<file path="src/rtl/cgra_issue_ctrl.sv">
// Instruction sequencer for one CGRA tile: fetch, issue, vector element stepping and bne resolution.
// Optional performance counters are built when CGRA_ISSUE_PERFCNT_EN is defined.
module cgra_issue_ctrl #(
  parameter int unsigned dwidth_inst  = 32,
  parameter int unsigned dwidth_RFadd = 12,
  parameter int unsigned PC_W         = 10
) (
  input  logic                    clk,
  input  logic                    rst,
  input  logic                    start,
  input  logic [PC_W-1:0]         prog_len,
  output logic                    imem_rd,
  output logic [PC_W-1:0]         imem_addr,
  input  logic [dwidth_inst-1:0]  imem_data,
  output logic [dwidth_inst-1:0]  instr,
  output logic                    instr_valid,
  input  logic                    is_not_vect,
  input  logic                    is_bne,
  input  logic [11:0]             branch_immediate,
  input  logic                    bne_taken,
  output logic                    vec_active,
  output logic [dwidth_RFadd-1:0] vec_idx,
  output logic                    busy,
  output logic                    done,
  output logic [31:0]             perf_cycles,
  output logic [31:0]             perf_instrs
);

  typedef enum logic [2:0] {StIdle, StFetch, StIssue, StVec, StFin} state_e;

  state_e                  state_q, state_d;
  logic [PC_W-1:0]         pc_q, pc_d, len_q, len_d;
  logic [dwidth_inst-1:0]  instr_q, instr_d;
  logic [2:0]              vlen_q, vlen_d;
  logic [dwidth_RFadd-1:0] idx_q, idx_d;

  logic [3:0]              vec_shamt;
  logic [dwidth_RFadd:0]   vec_len;
  logic [dwidth_RFadd-1:0] vec_last;
  logic                    vec_multi;
  logic signed [31:0]      pc_ext, len_ext, br_off, target;
  logic                    take, complete, in_range;

  // Element count N = depth_RF >> (vlen_code + 1)
  assign vec_shamt = {1'b0, vlen_q} + 4'd1;
  assign vec_len   = {1'b1, {dwidth_RFadd{1'b0}}} >> vec_shamt;
  assign vec_last  = dwidth_RFadd'(vec_len - (dwidth_RFadd + 1)'(1));
  assign vec_multi = vec_len > (dwidth_RFadd + 1)'(1);

  // Wide signed arithmetic so wrap-around below 0 or past 2^PC_W is caught as out of range
  assign pc_ext  = $signed({{(32 - PC_W){1'b0}}, pc_q});
  assign len_ext = $signed({{(32 - PC_W){1'b0}}, len_q});
  assign br_off  = $signed({{20{branch_immediate[11]}}, branch_immediate}) >>> 1;

  assign imem_rd     = (state_q == StFetch);
  assign imem_addr   = imem_rd ? pc_q : '0;
  assign instr_valid = (state_q == StIssue);
  // Read data bypasses the register in ISSUE so the decoder sees it in the first issue cycle
  assign instr       = instr_valid ? imem_data : instr_q;
  assign vec_active  = (state_q == StVec) || (instr_valid && !is_not_vect);
  assign vec_idx     = (state_q == StVec) ? idx_q : '0;
  assign busy        = (state_q != StIdle);
  assign done        = (state_q == StFin);

  always_comb begin
    state_d  = state_q;
    pc_d     = pc_q;
    len_d    = len_q;
    instr_d  = instr_q;
    vlen_d   = vlen_q;
    idx_d    = idx_q;
    take     = 1'b0;
    complete = 1'b0;
    target   = '0;
    in_range = 1'b0;

    unique case (state_q)
      StIdle: begin
        if (start) begin
          len_d   = prog_len;
          pc_d    = '0;
          state_d = (prog_len == '0) ? StFin : StFetch;
        end
      end
      StFetch: state_d = StIssue;
      StIssue: begin
        instr_d = imem_data;
        if (imem_data[6:0] == 7'h57 && imem_data[14:12] == 3'd7) vlen_d = imem_data[17:15];
        if (!is_not_vect && vec_multi) begin
          state_d = StVec;
          idx_d   = dwidth_RFadd'(1);
        end else begin
          complete = 1'b1;
          take     = is_not_vect && is_bne && bne_taken;
        end
      end
      StVec: begin
        if (idx_q == vec_last) complete = 1'b1;
        else idx_d = idx_q + dwidth_RFadd'(1);
      end
      StFin:   state_d = StIdle;
      default: state_d = StIdle;
    endcase

    if (complete) begin
      target   = pc_ext + (take ? br_off : 32'sd1);
      in_range = (target >= 32'sd0) && (target < len_ext);
      pc_d     = target[PC_W-1:0];
      idx_d    = '0;
      state_d  = in_range ? StFetch : StFin;
    end
  end

  always_ff @(posedge clk) begin
    if (!rst) begin
      state_q <= StIdle;
      pc_q    <= '0;
      len_q   <= '0;
      instr_q <= '0;
      vlen_q  <= '0;
      idx_q   <= '0;
    end else begin
      state_q <= state_d;
      pc_q    <= pc_d;
      len_q   <= len_d;
      instr_q <= instr_d;
      vlen_q  <= vlen_d;
      idx_q   <= idx_d;
    end
  end

`ifdef CGRA_ISSUE_PERFCNT_EN
  logic [31:0] perf_cycles_q, perf_instrs_q;

  always_ff @(posedge clk) begin
    if (!rst || (state_q == StIdle && start)) begin
      perf_cycles_q <= '0;
      perf_instrs_q <= '0;
    end else begin
      if (busy && perf_cycles_q != '1) perf_cycles_q <= perf_cycles_q + 32'd1;
      if (instr_valid && perf_instrs_q != '1) perf_instrs_q <= perf_instrs_q + 32'd1;
    end
  end

  assign perf_cycles = perf_cycles_q;
  assign perf_instrs = perf_instrs_q;
`else
  assign perf_cycles = '0;
  assign perf_instrs = '0;
`endif

endmodule

</file>
<file path="config.mk">
export PLATFORM = sky130hd
export DESIGN_NAME = cgra_issue_ctrl
export DESIGN_NICKNAME = d
export VERILOG_FILES = /design/src/rtl/cgra_issue_ctrl.sv
export SDC_FILE = /design/constraint.sdc
export NUM_CORES = 1
export LEC_CHECK = 0
export CAP_MARGIN = 20
export CORE_MARGIN = 5
export CORE_UTILIZATION = 45
export DETAILED_ROUTE_END_ITERATION = 7
export PLACE_DENSITY = 0.82
export SKIP_LAST_GASP = 1
export SLEW_MARGIN = 15
export SYNTH_ARGS = -nofsm -noshare
export SYNTH_HDL_FRONTEND = slang
export SYNTH_SLANG_ARGS = --single-unit
</file>
<file path="constraint.sdc">
create_clock -name clk -period 6.7 [get_ports clk]
set_input_delay 1.34 -clock clk [delete_from_list [all_inputs] [get_ports clk]]
set_output_delay 1.34 -clock clk [all_outputs]
set_load 0.05 [all_outputs]
</file>
* Yosys cells after proc, flatten, opt, wreduce, memory -nomap -nowiden
Index checks and enable logic that the tools add are counted.
Storage, ports and cells: word-level logic and storage cells 68, bits in registers 70, input port bits 60, output and inout port bits 123
Operators by class: bitwise operators 1, equality and inequality tests 12, reduce and logical (&&, ||, !) cells 20, magnitude comparators 3, $add $sub $neg 4, shift-type cells 1, muxes and demuxes 21
Operator list (count):
- $mux W32 | 2
- $mux W10 | 4
- $mux W12 | 3
- $add A11 B32 Y32 | 1
- $ge A32 B1 Y1 const B | 1
- $lt A32 B11 Y1 | 1
- $pmux W12 S2 | 1
- $mux W3 | 5
- $gt A13 B1 Y1 const B | 1
- $shr A13 B4 Y13 const A | 1
- $add A12 B1 Y12 const B | 1
- $eq A12 B12 Y1 | 1
- $pmux W3 S4 | 1
- $sub A12 B1 Y12 const B | 1
- $logic_not A10 Y1 | 1
- $eq A7 B7 Y1 const B | 1
- $eq A3 B2 Y1 const B | 2
- $eq A3 B3 Y1 const B | 2
- $logic_and A1 B1 Y1 | 6
- $reduce_and A2 Y1 | 3
- $reduce_and A3 Y1 | 2
- $reduce_bool A2 Y1 | 3
- $add A3 B1 Y4 const B | 1
- $mux W1 | 4
- other kinds (12) | 13

* Depth between registers and ports, before layout
Gate-level depths: netlist (run 1).
depth after elaboration 12, depth in mapped cells 22, gate-level depth less buffers 22

* Least setup slack after synthesis (run 1)
OpenSTA, ideal clock, no wires.
kind input-to-reg, from input port is_not_vect, to register state_q[2], data required time 6.585 ns, setup slack 1.631 ns, arrival time 4.954 ns, path buffers 0, cell stages on the path 17, cells stage by stage nand2_1 nor2_1 nand2_1 fa_1 nand2b_1 a21oi_1 o211ai_1 o22ai_1 o21ai_0 ha_1 and4_1 nand3_1 or4_1 or4_1 o41ai_2 o211ai_1 and3_1
Between the ends: cells in the longest elaborated chain, start to end 10, elaborated cells between the ends (all ways) 19
Ends and longest elaborated chain:
- from (decl) | RTL line 17 | input logic is_not_vect,
- $logic_and A1 B1 Y1 / $logic_not A1 Y1 (equally long branches) | RTL line 94, 89
- $logic_and A1 B1 Y1, on equally long branches | RTL line 94, 89
- $mux W1 | RTL line 89 | if (!is_not_vect && vec_multi) begin
- $mux W1 | RTL line 77 | unique case (state_q)
- $mux W32 | RTL line 106 | target = pc_ext + (take ? br_off : 32'sd1);
- $add A11 B32 Y32 | RTL line 106
- $ge A32 B1 Y1 / $lt A32 B11 Y1 (equally long branches) | RTL line 107 | in_range = (target >= 32'sd0) && (target < len_ext);
- $logic_and A1 B1 Y1 | RTL line 107
- $mux W3 | RTL line 110 | state_d = in_range ? StFetch : StFin;
- $mux W3 | RTL line 105 | if (complete) begin
- to (signal assigned) | RTL line 116 | state_q <= StIdle;
- to (signal assigned) | RTL line 123 | state_q <= state_d;
- to (decl) | RTL line 31 | state_e state_q, state_d;
Several ways; a longest one is shown, not always the timed one. A chain may end at the register's enable or synchronous reset.

* Worst setup path in the final report (run 1)
Same ends and word-level chain as after synthesis.

==> impl_summary.log, run 1 <==
[metrics] Syn Area/Cell: about 8.4 µm²
[metrics] final period demand of the worst path: 5.792 ns
[metrics] worst-path cell with the longest stage delay: sky130_fd_sc_hd__clkdlybuf4s50_1
[metrics] Resized Gates After CTS: 0
[metrics] proportion of total power due to net switching: 44.04%
[metrics] number of hold violations in the final report: 0
[metrics] tightest slew margin relative to the limit: between 40% and 50%
[metrics] number of sinks on the clock net: 70
[metrics] unrepaired setup endpoints after global routing: false
[metrics] number of distinct library cells after synthesis: between 50 and 60
[metrics] synthesized area: around 4700 µm²
[metrics] routability congestion estimate from global placement: between 0.8 and 0.9
[metrics] Starting Density: a little under half
[metrics] power density of the placed cells: around 270 nW/µm²
[metrics] remaining global-route overflow: 0
[metrics] wl on met1: between 4 and 5 mm
[metrics] top post-synthesis cells by area: sky130_fd_sc_hd__dfxtp_1 30%, sky130_fd_sc_hd__buf_4 10%, sky130_fd_sc_hd__and2_1 9.4%
[metrics] start of the worst register-to-register path: state_q[2]
[metrics] most area-hungry cell type in the Yosys netlist: sky130_fd_sc_hd__dfxtp_1
[metrics] data arrival time of the critical path: between 6 and 7 ns
[metrics] Chip Width: between 100 and 150 µm
[metrics] number of flip-flops and latches in the synthesized netlist: 70
[metrics] post-CTS setup buffers: 0
[metrics] detailed router's first-iteration violation count: 125
[metrics] TritonCTS Buffers: 9
[metrics] Buf/Inv on CP: 2
[metrics] filler cell count in the final layout: between 900 and 1000
[metrics] sequential-to-total area share from yosys stat: 30.00%
[metrics] detailed-routing iteration count for the pre-antenna-repair pass: 4
[metrics] diode insertion count for antenna repair: 0
[metrics] maximum operating frequency: roughly 0.17 GHz
[metrics] insertion delay to the later sink of the worst-skew pair: approximately 0.36 ns
[metrics] proportion of netlist area held by the largest area contributor: 30.00%
[metrics] first-pass GRT wire length: approximately 19 mm
[metrics] aggregate global-route resource usage: a little under a fifth
[metrics] switching power: between 0.0007 and 0.0008 W
[metrics] DRC viols: 0
[metrics] cts hold-fix bufs: 0
[metrics] via count: roughly 4000
[metrics] sequential share of power: slightly above 30%
[metrics] startpoint of the worst hold path: len_q[5]
[metrics] pre-CTS setup slack: between 0.6 and 0.7 ns
[metrics] H-tree level count: 3
[metrics] endpoint class of the critical path: flip-flop
[metrics] Placed Cells: ~790
[metrics] setup TNS after final layout: 0 ns
[metrics] HPWL after detailed placement: just under 9 mm
[metrics] uppermost signal routing layer after detailed routing: met4
[metrics] asr flop ratio synth: 0%
[metrics] Max Cap Viol: 0
[metrics] average via count per standard cell: around 4.9
[metrics] worst-case setup margin in the final layout: slightly above 0.9 ns
[metrics] vias in the first global route: 3971
[metrics] length of routed met2 wiring: between 5 and 6 mm
[metrics] launching instance or port of the critical path: is_not_vect
[metrics] I/O Buffers: between 100 and 150
[metrics] kind of cell with the highest combined delay on the critical path: simple AND/OR/NAND/NOR gates
[metrics] YS warnings: 0
[metrics] number of enable flip-flop cells after synthesis: 0
[metrics] highest net fanout along the worst path: 10
[metrics] post-detailed-route wirelength per cell: around 14 µm
[metrics] worst vdd rail ir drop: between 0.2 and 0.25 mV
[metrics] slew at the pin with the worst max-slew slack: between 0.7 and 0.8 ns
[metrics] critical path launch point type: input port
[metrics] final non-filler cell total: 805
[metrics] final layout net count: approximately 750
[metrics] leakage power: 2.425 nW
[metrics] master cell of the clock root buffer: sky130_fd_sc_hd__clkbuf_8
[metrics] most common cell after layout, fill and taps aside: sky130_fd_sc_hd__clkdlybuf4s50_1
[metrics] min-delay worst type: reg2reg
[metrics] Core Rows: 37
[metrics] wire length reported by the detailed router: around 11 mm
[metrics] clock share of power: between 20% and 30%
[metrics] commonest non-fill, non-tap cells in the layout: 117 x sky130_fd_sc_hd__clkdlybuf4s50_1, 70 x sky130_fd_sc_hd__and2_1, 70 x sky130_fd_sc_hd__dfxtp_1, 64 x sky130_fd_sc_hd__conb_1, 53 x sky130_fd_sc_hd__nand2_1
[metrics] DIE HEIGHT: around 110 µm
[metrics] DIE AREA: around 13000 µm²
[metrics] final worst-path cycle share: a little under 90%
[metrics] largest buffer count on any clock path: 2
[metrics] Cells after Synth: about 560
[metrics] clock skew after layout: 0.01219 ns
[metrics] layout cells sized above 1: under 10%
[metrics] post-route antenna net violation count: 0
[metrics] relative area change from synthesis to final layout: 26.44%
[metrics] kind of critical path: in2reg
[metrics] Gate power share: a little under half
[metrics] pin count of the biggest net entering global routing: 60
[metrics] required time of the critical path: between 6 and 7 ns
[metrics] core area: 10230 µm²
[metrics] met3 routed WL: ~1.0 mm
[metrics] maximum cell stage delay along the critical path: between 0.5 and 0.6 ns
[metrics] most common flop cell mapped by yosys: sky130_fd_sc_hd__dfxtp_1
[metrics] outcome: complete, no violations
[metrics] io pins: ~180
[metrics] number of antenna violations at the first check in global routing: 0
[metrics] total internal power: 0.0008895 W
[metrics] Worst-path clk slew: 0.08 ns
[metrics] crit-path cells: clkdlybuf4s50_1 -> nand2_1 -> nor2_1 -> buf_4 -> nand2_1 -> fa_1 -> nand2b_1 -> a21oi_1 -> o211ai_1 -> o22ai_1 -> o21ai_0 -> ha_1 -> and4_1 -> nand3_1 -> or4_1 -> or4_1 -> o41ai_2 -> o211ai_1 -> and3_1
[metrics] CTS tree: yes
[metrics] Slew Limit Fails: 0
[metrics] Final Setup Violations: 0
-- layout make-up --
| type | count | area [µm²] | share of cell area, % |
|---|---|---|---|
| clock buffers | 9 | 123.9 | 2.097 |
| well taps | 136 | 170.2 | 2.881 |
| inverters | 19 | 71.32 | 1.208 |
| repair buffers | 121 | 1199 | 20.30 |
| clock inverters | 7 | 77.57 | 1.314 |
| flip-flops and latches | 70 | 1401 | 23.73 |
| multi-input cells | 443 | 2863 | 48.47 |
-- logic make-up after synthesis --
family / Yosys count / share of synthesized area [%]
compound gates: 71 / 10.31
other cells: 1 / 0.08029
buf+inv: 106 / 13.88
xor+xnor: 21 / 3.938
flops: 70 / 30.00
mux: 35 / 8.358
fa+ha+maj: 28 / 7.661
simple gates: 224 / 25.77
-- cell usage after synthesis (9+ instances only) --
cell	n
sky130_fd_sc_hd__xor2_1	14
sky130_fd_sc_hd__dfxtp_1	70
sky130_fd_sc_hd__mux2_2	32
sky130_fd_sc_hd__ha_1	27
sky130_fd_sc_hd__nand3_1	18
sky130_fd_sc_hd__nor2_1	30
sky130_fd_sc_hd__nand4_1	9
sky130_fd_sc_hd__o21ai_0	12
sky130_fd_sc_hd__a21boi_0	10
sky130_fd_sc_hd__clkbuf_1	14
sky130_fd_sc_hd__a21oi_1	13
sky130_fd_sc_hd__a21boi_1	9
sky130_fd_sc_hd__inv_1	18
sky130_fd_sc_hd__buf_4	64
sky130_fd_sc_hd__and2_1	70
sky130_fd_sc_hd__nand2_1	53
-- layer usage --
metal,track usage [%],vias to the layer above
met5,0,-
met2,31.57,160
met3,6.141,11
met4,6.083,0
li1,-,1967
met1,20.53,1827
-- power by group through the flow --
stage	clock network [W]	registers, W	logic (W)
global placement	0	0.000488	0.000739
CTS	0.000367	0.000481	0.000754
detailed placement	0	0.000491	0.000749
global route	0.000386	0.000486	0.000802
finish	0.000356	0.000481	0.000753
floorplan	0	0.000484	0.000573
-- registers in the layout (all words and copies together), names as in the netlist --
name and flops:
state_q 3, vlen_q 3, pc_q 10, len_q 10, instr_q 32, idx_q 12
-- through the flow --
step / hold WS (ns) / instance area [µm²] / total power, W / utilization [%]
after floorplan: 0.4386 / 4907 / 0.001057 / -
after detailed placement: 0.4610 / 5699 / 0.001240 / 55.71
after global routing: 0.4847 / 5906 / 0.001675 / 57.72
final: 0.4681 / 5906 / 0.001590 / 57.72
after global placement: 0.4517 / 5699 / 0.001227 / 55.71
after CTS: 0.4721 / 5901 / 0.001602 / 57.67
-- path summary, 6_finish.rpt --
| check | end | slack, ns | depth (start not counted) |
|---|---|---|---|
| worst max-delay path | state_q[2] | 0.91 | 19 |
| worst max register to register | state_q[2] | 1.71 | 20 |
| worst min-delay path | len_q[5] | 0.47 | 2 |
| worst min register to register | len_q[5] | 0.47 | 2 |
-- worst reg2reg max path, cell delays in order, from the launching register on --
cell	delay [ns]
sky130_fd_sc_hd__dfxtp_1	0.37
sky130_fd_sc_hd__nand2b_1	0.24
sky130_fd_sc_hd__nor2_4	0.12
sky130_fd_sc_hd__nand2_1	0.13
sky130_fd_sc_hd__nor2_1	0.14
sky130_fd_sc_hd__buf_4	0.17
sky130_fd_sc_hd__nand2_1	0.11
sky130_fd_sc_hd__fa_1	0.43
sky130_fd_sc_hd__nand2b_1	0.19
sky130_fd_sc_hd__a21oi_1	0.25
sky130_fd_sc_hd__o211ai_1	0.17
sky130_fd_sc_hd__o22ai_1	0.28
sky130_fd_sc_hd__o21ai_0	0.15
sky130_fd_sc_hd__ha_1	0.33
sky130_fd_sc_hd__and4_1	0.18
sky130_fd_sc_hd__nand3_1	0.11
sky130_fd_sc_hd__or4_1	0.46
sky130_fd_sc_hd__or4_1	0.42
sky130_fd_sc_hd__o41ai_2	0.31
sky130_fd_sc_hd__o211ai_1	0.14
sky130_fd_sc_hd__and3_1	0.19
No activity file was read; power rests on OpenSTA's default activity.
==> run 2: changes to the inputs <==
--- a/config.mk
+++ b/config.mk
@@ -5,8 +5,8 @@
 export SDC_FILE = /design/constraint.sdc
 export NUM_CORES = 1
 export LEC_CHECK = 0
+export ABC_CLOCK_PERIOD_IN_PS = 6700
 export CAP_MARGIN = 20
-export CORE_MARGIN = 5
 export CORE_UTILIZATION = 45
 export DETAILED_ROUTE_END_ITERATION = 7
 export PLACE_DENSITY = 0.82
==> run 2 against run 1 <==
  * Fmax increased by 0.76%
  * First-iteration DRC count fell by 12%
  * Critical endpoint unchanged
  * Via count rose by 1.4%
  * Non-clock buffer count stayed put
  * Combinational power about the same
  * Clock power about the same
  * Highest routed layer unchanged
==> impl_summary.log, run 2 (synthesis results as in run 1) <==
[metrics] Max Cap Viol: 0 (unchanged)
[metrics] number of sinks on the clock net: 70 (unchanged)
[metrics] post-route antenna net violation count: 0 (unchanged)
[metrics] diode insertion count for antenna repair: 0 (unchanged)
[metrics] crit-path cells: clkdlybuf4s50_1 -> nand2_1 -> nor2_1 -> buf_4 -> nand2_1 -> fa_1 -> nand2b_1 -> a21oi_1 -> o211ai_1 -> o22ai_1 -> o21ai_0 -> ha_1 -> and4_1 -> nand3_1 -> or4_1 -> or4_1 -> o41ai_2 -> o211ai_1 -> and3_1
[metrics] kind of cell with the highest combined delay on the critical path: simple AND/OR/NAND/NOR gates
[metrics] setup TNS after final layout: 0 ns (unchanged)
[metrics] required time of the critical path: 6.95 ns (about the same)
[metrics] wire length reported by the detailed router: 11.00 mm (-3.5%)
[metrics] routability congestion estimate from global placement: 0.8739 (-2.0%)
[metrics] min-delay worst type: reg2reg
[metrics] Overall Power: 0.001592 W (+0.18%)
[metrics] clock skew after layout: 0.007985 ns (-0.004207 ns)
[metrics] register containing the most flip-flops in the final layout: instr_q
[metrics] via count: 4020 (+1.4%)
[metrics] largest registers: instr_q (32), idx_q (12)
[metrics] Core Rows: 36 (-2.7%)
[metrics] worst vdd rail ir drop: 0.1923 mV (-5.8%)
[metrics] first-pass GRT wire length: 18.13 mm (-3.4%)
[metrics] final layout net count: 752 (unchanged)
[metrics] largest buffer count on any clock path: 2 (unchanged)
[metrics] final non-filler cell total: 802 (-0.37%)
[metrics] post-detailed-route wirelength per cell: 13.72 µm (-3.1%)
[metrics] leakage power: 2.434 nW (+0.34%)
[metrics] outcome: complete, no violations
[metrics] aggregate global-route resource usage: 20.86% (+2.8 points)
[metrics] average via count per standard cell: 5.012 (+1.8%)
[metrics] worst-path cell with the longest stage delay: sky130_fd_sc_hd__clkdlybuf4s50_1
[metrics] critical path launch point type: input port
[metrics] HPWL after detailed placement: 8.302 mm (-5.1%)
[metrics] Placed Cells: 785 (-0.38%)
[metrics] Resized Gates After CTS: 0 (unchanged)
[metrics] layout cells sized above 1: 8.670% (unchanged)
[metrics] TritonCTS Buffers: 9 (unchanged)
[metrics] final core occ: 59.63% (+1.9 points)
[metrics] sequential share of power: 30.2% (about the same)
[metrics] post-CTS setup buffers: 0 (unchanged)
[metrics] number of antenna violations at the first check in global routing: 0 (unchanged)
[metrics] insertion delay to the later sink of the worst-skew pair: 0.35 ns (about the same)
[metrics] master cell of the clock root buffer: sky130_fd_sc_hd__clkbuf_8
[metrics] total internal power: 0.0009061 W (+1.9%)
[metrics] Final Setup Violations: 0 (unchanged)
[metrics] core area: 9910 µm² (-3.1%)
[metrics] unrepaired setup endpoints after global routing: false
[metrics] H-tree level count: 3 (unchanged)
[metrics] data arrival time of the critical path: 6.00 ns (-0.06 ns)
[metrics] Chip Width: 103.9 µm (-7.2%)
[metrics] detailed-routing iteration count for the pre-antenna-repair pass: 4 (unchanged)
[metrics] endpoint class of the critical path: flip-flop
[metrics] vias in the first global route: 3906 (-1.6%)
[metrics] switching power: 0.0006863 W (-2.0%)
[metrics] cts hold-fix bufs: 0 (unchanged)
[metrics] io pins: 183 (unchanged)
[metrics] maximum cell stage delay along the critical path: 0.51 ns (-0.03 ns)
[metrics] most common cell after layout, fill and taps aside: sky130_fd_sc_hd__clkdlybuf4s50_1
[metrics] placed instance area: 5695 µm² (about the same)
[metrics] power density of the placed cells: 269.5 nW/µm² (+0.11%)
[metrics] relative area change from synthesis to final layout: 26.52% (about the same)
[metrics] final period demand of the worst path: 5.748 ns (-0.04365 ns)
[metrics] DIE HEIGHT: 103.9 µm (-7.2%)
[metrics] final worst-path cycle share: 85.80% (-0.65 points)
[metrics] highest net fanout along the worst path: 10 (unchanged)
[metrics] clock share of power: 22.4% (about the same)
[metrics] maximum operating frequency: 0.1740 GHz (+0.76%)
[metrics] proportion of total power due to net switching: 43.10% (-0.94 points)
[metrics] post-layout instance area: 5909 µm² (about the same)
[metrics] CTS tree: yes
[metrics] tightest slew margin relative to the limit: 48.08% (about the same)
[metrics] Starting Density: 47.13% (+1.5 points)
[metrics] Gate power share: 47.4% (about the same)
[metrics] I/O Buffers: 117 (unchanged)
[metrics] DRC viols: 0 (unchanged)
[metrics] Slew Limit Fails: 0 (unchanged)
[metrics] commonest non-fill, non-tap cells in the layout: 117 x sky130_fd_sc_hd__clkdlybuf4s50_1, 70 x sky130_fd_sc_hd__and2_1, 70 x sky130_fd_sc_hd__dfxtp_1, 64 x sky130_fd_sc_hd__conb_1, 53 x sky130_fd_sc_hd__nand2_1
[metrics] Worst-path clk slew: 0.08 ns (about the same)
[metrics] remaining global-route overflow: 0 (unchanged)
[metrics] filler cell count in the final layout: 861 (-4.7%)
[metrics] pin count of the biggest net entering global routing: 37 (-38%)
[metrics] Buf/Inv on CP: 2 (unchanged)
[metrics] slew at the pin with the worst max-slew slack: 0.7763 ns (+0.0007468 ns)
[metrics] kind of critical path: in2reg
[metrics] max FFs per register: 32 (unchanged)
[metrics] number of hold violations in the final report: 0 (unchanged)
[metrics] DIE AREA: 10790 µm² (-14%)
[metrics] detailed router's first-iteration violation count: 110 (-12%)
-- run 2: metal layers --
metal,routed length (µm),global-route usage [%]
met3,896,6.955
met1,4579,23.79
met5,0,0
met4,274,10.20
met2,5254,34.90
-- run 2: worst register-to-register path: cells and delay by family, from the launching register on --
family / cells / cell delay, ns
and+or+nand+nor: 10 / 2.21
DFF: 1 / 0.41
adders and majority gates: 3 / 0.95
AOI/OAI and AO/OA: 6 / 1.25
buffers and inverters: 1 / 0.07
-- run 2: per-stage QoR --
step / hold slack, ns / setup slack [ns]
final: 0.4642 / 0.9516
after floorplan: 0.4386 / 1.631
after CTS: 0.4682 / 1.025
after detailed placement: 0.4575 / 0.6831
after global routing: 0.4951 / 0.6958
after global placement: 0.4526 / 0.8062
-- run 2: worst paths after layout --
check / start / slack [ns] / cells after the start / to
worst min register to register: len_q[0] / 0.46 / 2 / len_q[0]
worst max-delay path: is_not_vect / 0.95 / 19 / state_q[2]
worst min-delay path: len_q[0] / 0.46 / 2 / len_q[0]
worst max register to register: state_q[2] / 1.71 / 20 / state_q[2]
-- run 2: final cells by class --
type | count | area [µm²] | share of cell area [%]
multi-input combinational | 443 | 2863 | 48.44
inverter | 19 | 71.32 | 1.207
timing repair buffer | 121 | 1199 | 20.28
tap | 133 | 166.4 | 2.816
sequential | 70 | 1401 | 23.71
clock inverter | 5 | 57.56 | 0.9740
clock buffer | 11 | 151.4 | 2.562
-- run 2: power groups by stage --
| stage | combinational [W] | sequential, W | clock (W) |
|---|---|---|---|
| 3_5_place_dp | 0.000749 | 0.000491 | 0 |
| 4_1_cts | 0.000755 | 0.000481 | 0.000367 |
| 2_1_floorplan | 0.000573 | 0.000484 | 0 |
| 6_report | 0.000755 | 0.000480 | 0.000357 |
| 5_1_grt | 0.000799 | 0.000486 | 0.000388 |
| 3_3_place_gp | 0.000736 | 0.000488 | 0 |
